--- config.mk ---
export PLATFORM = sky130hd
export DESIGN_NAME = mem_bist
export DESIGN_NICKNAME = d
export VERILOG_FILES = /design/src/rtl/mem_bist.sv
export SDC_FILE = /design/constraint.sdc
export NUM_CORES = 1
export LEC_CHECK = 0
export CAP_MARGIN = 30
export CORE_MARGIN = 1
export CORE_UTILIZATION = 35
export CTS_CLUSTER_DIAMETER = 80
export DETAILED_ROUTE_END_ITERATION = 7
export PLACE_DENSITY_LB_ADDON = 0.12
export SYNTH_ARGS = -nofsm -noshare
export SYNTH_HDL_FRONTEND = slang
export SYNTH_SLANG_ARGS = --single-unit
--- constraint.sdc ---
create_clock -name clk -period 2.8 [get_ports clk]
set_input_delay 0.28 -clock clk [delete_from_list [all_inputs] [get_ports clk]]
set_output_delay 0.28 -clock clk [all_outputs]
set_load 0.05 [all_outputs]
--- src/rtl/mem_bist.sv ---
// March-style memory BIST: walking-bit, all-ones and address-tag
// patterns with full-array sweeps, stopping at the first mismatch.
module mem_bist #(
    parameter int DATA_WIDTH = 8,
    parameter int ADDR_WIDTH = 2,
    parameter int DEPTH      = 4
) (
    input  logic                  clk,
    input  logic                  res,
    input  logic                  start,
    output logic                  busy,
    output logic                  done,
    output logic                  fail,
    output logic [ADDR_WIDTH-1:0] fail_addr,
    output logic [DATA_WIDTH-1:0] fail_exp,
    output logic [DATA_WIDTH-1:0] fail_data,
    output logic                  mem_req,
    output logic                  mem_wen,
    output logic                  mem_ren,
    output logic [2:0]            mem_size,
    output logic [ADDR_WIDTH-1:0] mem_addr,
    output logic [DATA_WIDTH-1:0] mem_wr_data,
    input  logic [DATA_WIDTH-1:0] mem_rd_data
);

    localparam int BW = (DATA_WIDTH > 1) ? $clog2(DATA_WIDTH) : 1;
    localparam logic [ADDR_WIDTH-1:0] A_LAST = ADDR_WIDTH'(DEPTH - 1);
    localparam logic [BW-1:0]         B_LAST = BW'(DATA_WIDTH - 1);
    localparam logic [DATA_WIDTH-1:0] D_LAST = DATA_WIDTH'(DEPTH - 1);

    typedef enum logic [2:0] {
        IDLE, WR, RD, CMP, SWP_RD, SWP_CMP, DONE
    } state_t;

    state_t                state, nxt_state;
    logic [1:0]            phase, nxt_phase;
    logic [ADDR_WIDTH-1:0] addr, nxt_addr;
    logic [BW-1:0]         bidx, nxt_bidx;
    logic                  clr, nxt_clr;
    logic                  sweep, checking, mismatch, launch;
    logic                  nxt_busy, nxt_ren;
    logic [DATA_WIDTH-1:0] exp_word, nxt_word;

    // Pattern word for a phase; z selects the cleared word of phase 1.
    function automatic logic [DATA_WIDTH-1:0] word_of(
        input logic [1:0]            ph,
        input logic [ADDR_WIDTH-1:0] a,
        input logic [BW-1:0]         b,
        input logic                  z
    );
        logic [DATA_WIDTH-1:0] w;
        w = '0;
        unique case (ph)
            2'd0:    w = '0;
            2'd1:    w = z ? '0 : (DATA_WIDTH'(1) << b);
            2'd2:    w = '1;
            default: w = D_LAST - DATA_WIDTH'(a);
        endcase
        return w;
    endfunction

    assign mem_size = 3'b000;
    assign mem_req  = busy;

    assign sweep    = (state == SWP_RD) || (state == SWP_CMP);
    assign checking = (state == CMP) || (state == SWP_CMP);
    assign exp_word = word_of(phase, addr, bidx, clr | sweep);
    assign mismatch = checking && (mem_rd_data != exp_word);
    assign launch   = start && ((state == IDLE) || (state == DONE));
    assign nxt_word = word_of(nxt_phase, nxt_addr, nxt_bidx, nxt_clr);

    assign nxt_busy = (nxt_state != IDLE) && (nxt_state != DONE);
    assign nxt_ren  = (nxt_state == RD) || (nxt_state == CMP) ||
                      (nxt_state == SWP_RD) || (nxt_state == SWP_CMP);

    // Step sequencer: picks the next state and pattern counters.
    always_comb begin
        nxt_state = state;
        nxt_phase = phase;
        nxt_addr  = addr;
        nxt_bidx  = bidx;
        nxt_clr   = clr;
        unique case (state)
            IDLE, DONE: begin
                if (start) begin
                    nxt_state = WR;
                    nxt_phase = 2'd0;
                    nxt_addr  = '0;
                    nxt_bidx  = '0;
                    nxt_clr   = 1'b0;
                end
            end
            WR: begin
                if (phase == 2'd1 && clr) begin
                    nxt_bidx = '0;
                    nxt_clr  = 1'b0;
                    if (addr == A_LAST) begin
                        nxt_state = SWP_RD;
                        nxt_addr  = '0;
                    end else begin
                        nxt_state = WR;
                        nxt_addr  = addr + ADDR_WIDTH'(1);
                    end
                end else begin
                    nxt_state = RD;
                end
            end
            RD: nxt_state = CMP;
            CMP: begin
                if (mismatch) begin
                    nxt_state = DONE;
                end else if (phase == 2'd1 && bidx != B_LAST) begin
                    nxt_state = WR;
                    nxt_bidx  = bidx + BW'(1);
                end else if (phase == 2'd1) begin
                    nxt_state = WR;
                    nxt_clr   = 1'b1;
                end else if (addr == A_LAST) begin
                    nxt_state = SWP_RD;
                    nxt_addr  = '0;
                end else begin
                    nxt_state = WR;
                    nxt_addr  = addr + ADDR_WIDTH'(1);
                end
            end
            SWP_RD: nxt_state = SWP_CMP;
            SWP_CMP: begin
                if (mismatch) begin
                    nxt_state = DONE;
                end else if (addr != A_LAST) begin
                    nxt_state = SWP_RD;
                    nxt_addr  = addr + ADDR_WIDTH'(1);
                end else if (phase == 2'd3) begin
                    nxt_state = DONE;
                end else begin
                    nxt_state = WR;
                    nxt_phase = phase + 2'd1;
                    nxt_addr  = '0;
                    nxt_bidx  = '0;
                    nxt_clr   = 1'b0;
                end
            end
            default: nxt_state = IDLE;
        endcase
    end

    // State, registered memory controls and first-failure capture.
    always_ff @(posedge clk or negedge res) begin
        if (!res) begin
            state       <= IDLE;
            phase       <= 2'd0;
            addr        <= '0;
            bidx        <= '0;
            clr         <= 1'b0;
            busy        <= 1'b0;
            done        <= 1'b0;
            fail        <= 1'b0;
            fail_addr   <= '0;
            fail_exp    <= '0;
            fail_data   <= '0;
            mem_wen     <= 1'b0;
            mem_ren     <= 1'b0;
            mem_addr    <= '0;
            mem_wr_data <= '0;
        end else begin
            state       <= nxt_state;
            phase       <= nxt_phase;
            addr        <= nxt_addr;
            bidx        <= nxt_bidx;
            clr         <= nxt_clr;
            busy        <= nxt_busy;
            done        <= (nxt_state == DONE);
            mem_wen     <= (nxt_state == WR);
            mem_ren     <= nxt_ren;
            mem_addr    <= nxt_busy ? nxt_addr : '0;
            mem_wr_data <= (nxt_state == WR) ? nxt_word : '0;
            if (launch) begin
                fail      <= 1'b0;
                fail_addr <= '0;
                fail_exp  <= '0;
                fail_data <= '0;
            end else if (mismatch) begin
                fail      <= 1'b1;
                fail_addr <= addr;
                fail_exp  <= exp_word;
                fail_data <= mem_rd_data;
            end
        end
    end

endmodule

### Word-level counts from Yosys, hierarchy flattened

Index checks and enable logic that the tools add are counted.

* flip-flop bits (word level): 44
* logic and storage cells: 118
* output and inout bits: 37

* multiplexer cells: 56
* reduce and logical (&&, ||, !) cells: 17
* equal/unequal tests: 22
* shift operators: 2
* add/sub/neg operators: 5
* bitwise operators: 1

Operators with widths (count)
* $mux 8: 7
* $mux 3: 16
* $pmux 8 s3: 2
* $mux 2: 16
* $eq 3x3->1 const B: 6
* $pmux 3 s6: 1
* $shl 1x3->8 const A: 2
* $eq 3x2->1 const B: 4
* $pmux 3 s4: 1
* $mux 1: 10
* $eq 2x2->1 const B: 4
* $ne 8x8->1: 1
* $pmux 2 s4: 1
* $eq 3x1->1 const B: 2
* $logic_or 1x1->1: 6
* $ne 3x3->1 const B: 2
* $sub 2x2->3 const A: 2
* $logic_and 1x1->1: 5
* $add 2x1->2 const B: 2
* $eq 2x1->1 const B: 2
* $logic_not 2->1: 2
* $pmux 1 s4: 1
* $pmux 2 s2: 1
* $add 3x1->3 const B: 1
* 6 further kinds: 6

### Logic depth before layout (Yosys ltp)

* depth after elaboration: 13
* mapped depth: 15
* gate-level depth less buffers: 13

### Worst setup path before layout

Ideal clock, no wire load.

* path kind: register to register
* from: register bidx[0]
* to: register mem_wr_data[1]
* path buffers: 2
* data arrival time: 2.905 ns
* cell stages (with the launch flop): 15
* setup time: 0.100 ns
* setup slack: -0.205 ns
* required time: 2.700 ns
* cells stage by stage: dfrtp_1 ha_1 ha_1 buf_1 a21oi_1 nor4_1 a2bb2oi_1 o311ai_2 nand4_2 buf_6 o21ai_4 o2bb2a_4 nor4_4 a31oi_1 a311oi_1

* elaborated cells on any way between the ends: 39
* classes of those cells: add/sub: 2; eq/ne: 5; shift: 2; mux: 27; reduce/logical: 3

RTL lines
* start, declared: line 38 `logic [BW-1:0] bidx, nxt_bidx;`
* start signal, assigned: line 169 `bidx <= nxt_bidx;`
* $shl 1x3->8: line 55 `2'd1: w = z ? '0 : (DATA_WIDTH'(1) << b);`
* $mux 8: line 55
* $pmux 8 s3: line 53 `unique case (ph)`
* $ne 8x8->1: line 68 `assign mismatch = checking && (mem_rd_data != exp_word);`
* $logic_and 1x1->1: line 68
* $mux 1 (on tied branches): line 128, 110
* $pmux 1 s4 *: line 83 `unique case (state)`
* via nxt_clr: line 39 `logic clr, nxt_clr;`
* $mux 8 *: line 55
* $pmux 8 s3 *: line 53
* $mux 8 *: line 176 `mem_wr_data <= (nxt_state == WR) ? nxt_word : '0;`
* end signal, assigned: line 176
* end, declared: line 22 `output logic [DATA_WIDTH-1:0] mem_wr_data,`

The timed path passes the listed nets; every way through them passes the cells marked *.
A chain may end at the register's enable or synchronous reset.

### Final worst setup path

* from: register bidx[1]
* to: register mem_wr_data[1]

* elaborated cells on any way between the ends: 39
* classes of those cells: add/sub: 2; eq/ne: 5; shift: 2; mux: 27; reduce/logical: 3

RTL lines
* $shl 1x3->8: line 55
* $mux 8: line 55
* $pmux 8 s3: line 53
* $ne 8x8->1: line 68
* $logic_and 1x1->1: line 68
* $mux 2 (on tied branches): line 128, 110
* $pmux 2 s4 *: line 83
* via nxt_addr[1]: line 37 `logic [ADDR_WIDTH-1:0] addr, nxt_addr;`
* $sub 2x2->3 *: line 57 `default: w = D_LAST - DATA_WIDTH'(a);`
* $pmux 8 s3 *: line 53
* $mux 8 *: line 176

Marked as above.

==> impl_metrics.tcl <==
set metrics [dict create \
    synthSimpleGateAreaFrac 0.239 \
    dieArea_mm2 0.00818 \
    clkSlewWorstSetupHoldPaths_ns 0.08 \
    drive_gt1_frac 0.350 \
    yosys.cell_types.count 66 \
    first_iter_violations 72 \
    vias 2527 \
    final_antenna_net_count 0 \
    max-clock-path-buffers 2 \
    slew_headroom 0.513 \
    avgSynthCellArea_um2 9.28 \
    crit_path_start_kind "flip-flop" \
    worstPathMaxFanout 5 \
    grt_first_pass_wirelength_um 12400 \
    root_buffer "clkbuf_8" \
    arrival_ns 3.25 \
    fin_setup_tns_ns -2.48 \
    final.min_clock_period_ns 3.05 \
    num_antenna_cells 0 \
    grt_pass1_vias 2510 \
    nets 423 \
    cts.sinks 44 \
    worstSetupPathType "flip-flop to flip-flop" \
    portBuffers 44 \
    initial_core_util 0.370 \
    ios 48 \
    ys_warn_count 0 \
    max-vdd-ir-drop_v 0.000576 \
    synth_area_leaders "dfrtp_1, nand2_1, a21oi_1" \
    synthXorXnorAreaFrac 0.0160 \
    tritoncts "done" \
    grt_start_max_net_pins 27 \
    setup_viol 17 \
    synthToLayoutAreaGrowth_pct 51.1 \
    drt_first_pass_iters 4 \
    maxCapViolations 0 \
    drc 0 \
    syn_inst 295 \
    synth_top_area_cell "dfrtp_1" \
    ys.flop_type "dfrtp_1" \
    power.density_mw_per_mm2 798 \
    dp_hpwl_um 5660 \
    grt_use_total 0.187 \
    clk_latency_ns 0.29 \
    routedWlPerCell_um 14.7 \
    fmax_mhz 328 \
    finalInstanceArea_mm2 0.00414 \
    yosys.area.top_type_share 0.402 \
    synth-edff-count 0 \
    die_y_um 90.5 \
    wl_met1_um 3580 \
    gp_congestion 0.902 \
    required_ns 3.00 \
    post-route-period-util 1.09 \
    postPlaceCellArea_mm2 0.00372 \
    crit_path_end_kind "flip-flop" \
    antenna_found_initial 0 \
    rows 31 \
    ys_seq_area_frac 0.402 \
    hold_viol_final 0 \
    hold_path_class "flip-flop to flip-flop" \
    cts_inserted_buffers 5 \
    multi_input_area_mm2 0.00167 \
    synth-compound-area-share 0.238 \
    ys_ff_latch 44 \
    p_leak_nw 1.77 \
    worst_pin_slew_ns 0.721 \
    ff_latch_area_mm2 0.00110 \
    coreArea_mm2 0.00741 \
    muxShareOfSynthArea 0.00777 \
    violations "setup timing" \
    async_reset_ff_frac 1.00 \
    wirelength_um 7440 \
    fp.dieW_um 90.5 \
    top_layer "met4" \
    synth_fa_ha_area_frac 0.0320 \
    overflow 0 \
    vias_per_cell 5.00 \
    nFillCells 695 \
    finClkSkew_ns 0.00600 \
    status "complete, but fails checks" \
    rsz0062_at_grt "yes" \
    htreeDepth 2 \
    setup_ws_ns -0.247 \
    wl_met3_um 219 \
    syn_area_mm2 0.00274 \
    slew_viol_final 0 \
    synth_top_family_by_area "simple AND/OR/NAND/NOR gates" \
    wl_met2_um 3570 \
]
## logic make-up (layout without fill, tap and decap cells)
kind of cell | Yosys count | after routing
muxes | 2 | 2
buffers and inverters | 34 | 143
xor gates and xnor gates | 5 | 5
adders and majority gates | 7 | 7
DFF | 44 | 44
and+or+nand+nor | 112 | 112
AOI/OAI and AO/OA | 90 | 90
other | 1 | 3
## synthesized netlist by cell type (2+ instances only)
cell type and instances:
a311oi_1 2, buf_1 2, buf_2 3, nand2b_1 7, a21oi_1 27, xnor2_1 4
nor2b_1 6, and3_1 5, a31oi_1 6, nor3b_1 2, inv_1 12, o21ai_0 21
a211oi_1 4, clkbuf_1 8, nor4_4 3, nand3b_1 2, and2b_1 2, ha_1 7
a22oi_1 3, nor3_1 2, dfrtp_1 44, o21a_1 2, nor2_1 12, nand3_1 14
a41oi_1 2, nand2_1 37, or2_2 2, buf_4 7, and2_1 4, buf_6 2
nand4_1 4, a22o_1 2, o32ai_1 2
## worst max-delay path, stage by stage, from the launching register on
cell	delay, ns
dfrtp_1	0.41
inv_2	0.08
ha_2	0.18
nor3b_4	0.25
a31oi_4	0.13
xnor2_2	0.17
nor4_4	0.24
buf_4	0.18
nand4_4	0.13
buf_6	0.16
buf_4	0.14
and3_4	0.17
nor2_4	0.12
o21ai_1	0.07
a22o_1	0.24
a311oi_1	0.27
## cell type report
class	count	area share
flip-flops and latches	44	0.266
well taps	99	0.0299
multi-input cells	219	0.404
inverters	12	0.0109
clock inverters	2	0.00846
clock buffers	6	0.0175
repair buffers	123	0.263
## report_power, final
part           internal [W]  leakage (nW)  switching, W
combinational      0.000786          1.14       0.00119
clock              0.000265        0.0552      0.000213
sequential         0.000777         0.582     0.0000707
## worst paths after layout
path | slack (ns) | startpoint | depth (start not counted) | end
worst max-delay path | -0.25 | bidx[1] | 15 | mem_wr_data[1]
worst min-delay path | 0.48 | fail | 2 | fail
worst max register to register | -0.25 | bidx[1] | 15 | mem_wr_data[1]
worst min register to register | 0.48 | fail | 2 | fail
max in group asynchronous | 1.80 | res | 3 | bidx[0]
min in group asynchronous | 0.49 | res | 2 | fail_data[4]
## layout by cell type (no fill, tap or decap), types with 4 or more instances in the layout
master,synthesis,final
a211oi_1,4,4
a21oi_1,27,18
a21oi_2,0,9
a31oi_1,6,5
and3_1,5,4
buf_4,7,73
clkbuf_8,0,5
clkdlybuf4s50_1,0,43
dfrtp_1,44,43
inv_1,12,9
nand2_1,37,37
nand2b_1,7,5
nand3_1,14,14
nand4_1,4,4
nor2_1,12,11
nor2b_1,6,6
o21ai_0,21,18
## metal layers
metal,vias up,track usage
li1,1276,-
met1,1188,0.253
met2,56,0.316
met3,7,0.0269
met4,0,0.0363
met5,-,0
## state kept, by name, summed over array words and instances (netlist names), 2 cells and up
signal       cells
state            3
mem_wr_data      8
mem_addr         2
bidx             3
fail_addr        2
fail_exp         8
fail_data        8
phase            2
addr             2
## metrics by stage
| step | total power [W] | hold slack (ns) | utilization | worst slack, ns | cells |
|---|---|---|---|---|---|
| after floorplan | 0.00204 | -0.0156 | - | -0.0797 | 297 |
| after global placement | 0.00266 | 0.464 | 0.498 | -0.428 | 482 |
| after detailed placement | 0.00267 | 0.301 | 0.502 | -0.504 | 483 |
| after CTS | 0.00322 | 0.487 | 0.541 | -0.272 | 501 |
| after global routing | 0.00353 | 0.511 | 0.559 | -0.395 | 505 |
| final | 0.00330 | 0.479 | 0.559 | -0.247 | 505 |
## repair_timing
| action | 4_1_cts | 5_1_grt |
|---|---|---|
| pin swaps | 16 | 8 |
| hold endpoints to repair | 21 | 0 |
| setup buffers | 9 | 3 |
| gates cloned | 0 | 1 |
| endpoints found under the setup margin | 24 | 38 |
| hold buffers | 1 | 0 |
| gates resized for setup | 19 | 25 |
No activity file was read; power rests on OpenSTA's default activity.
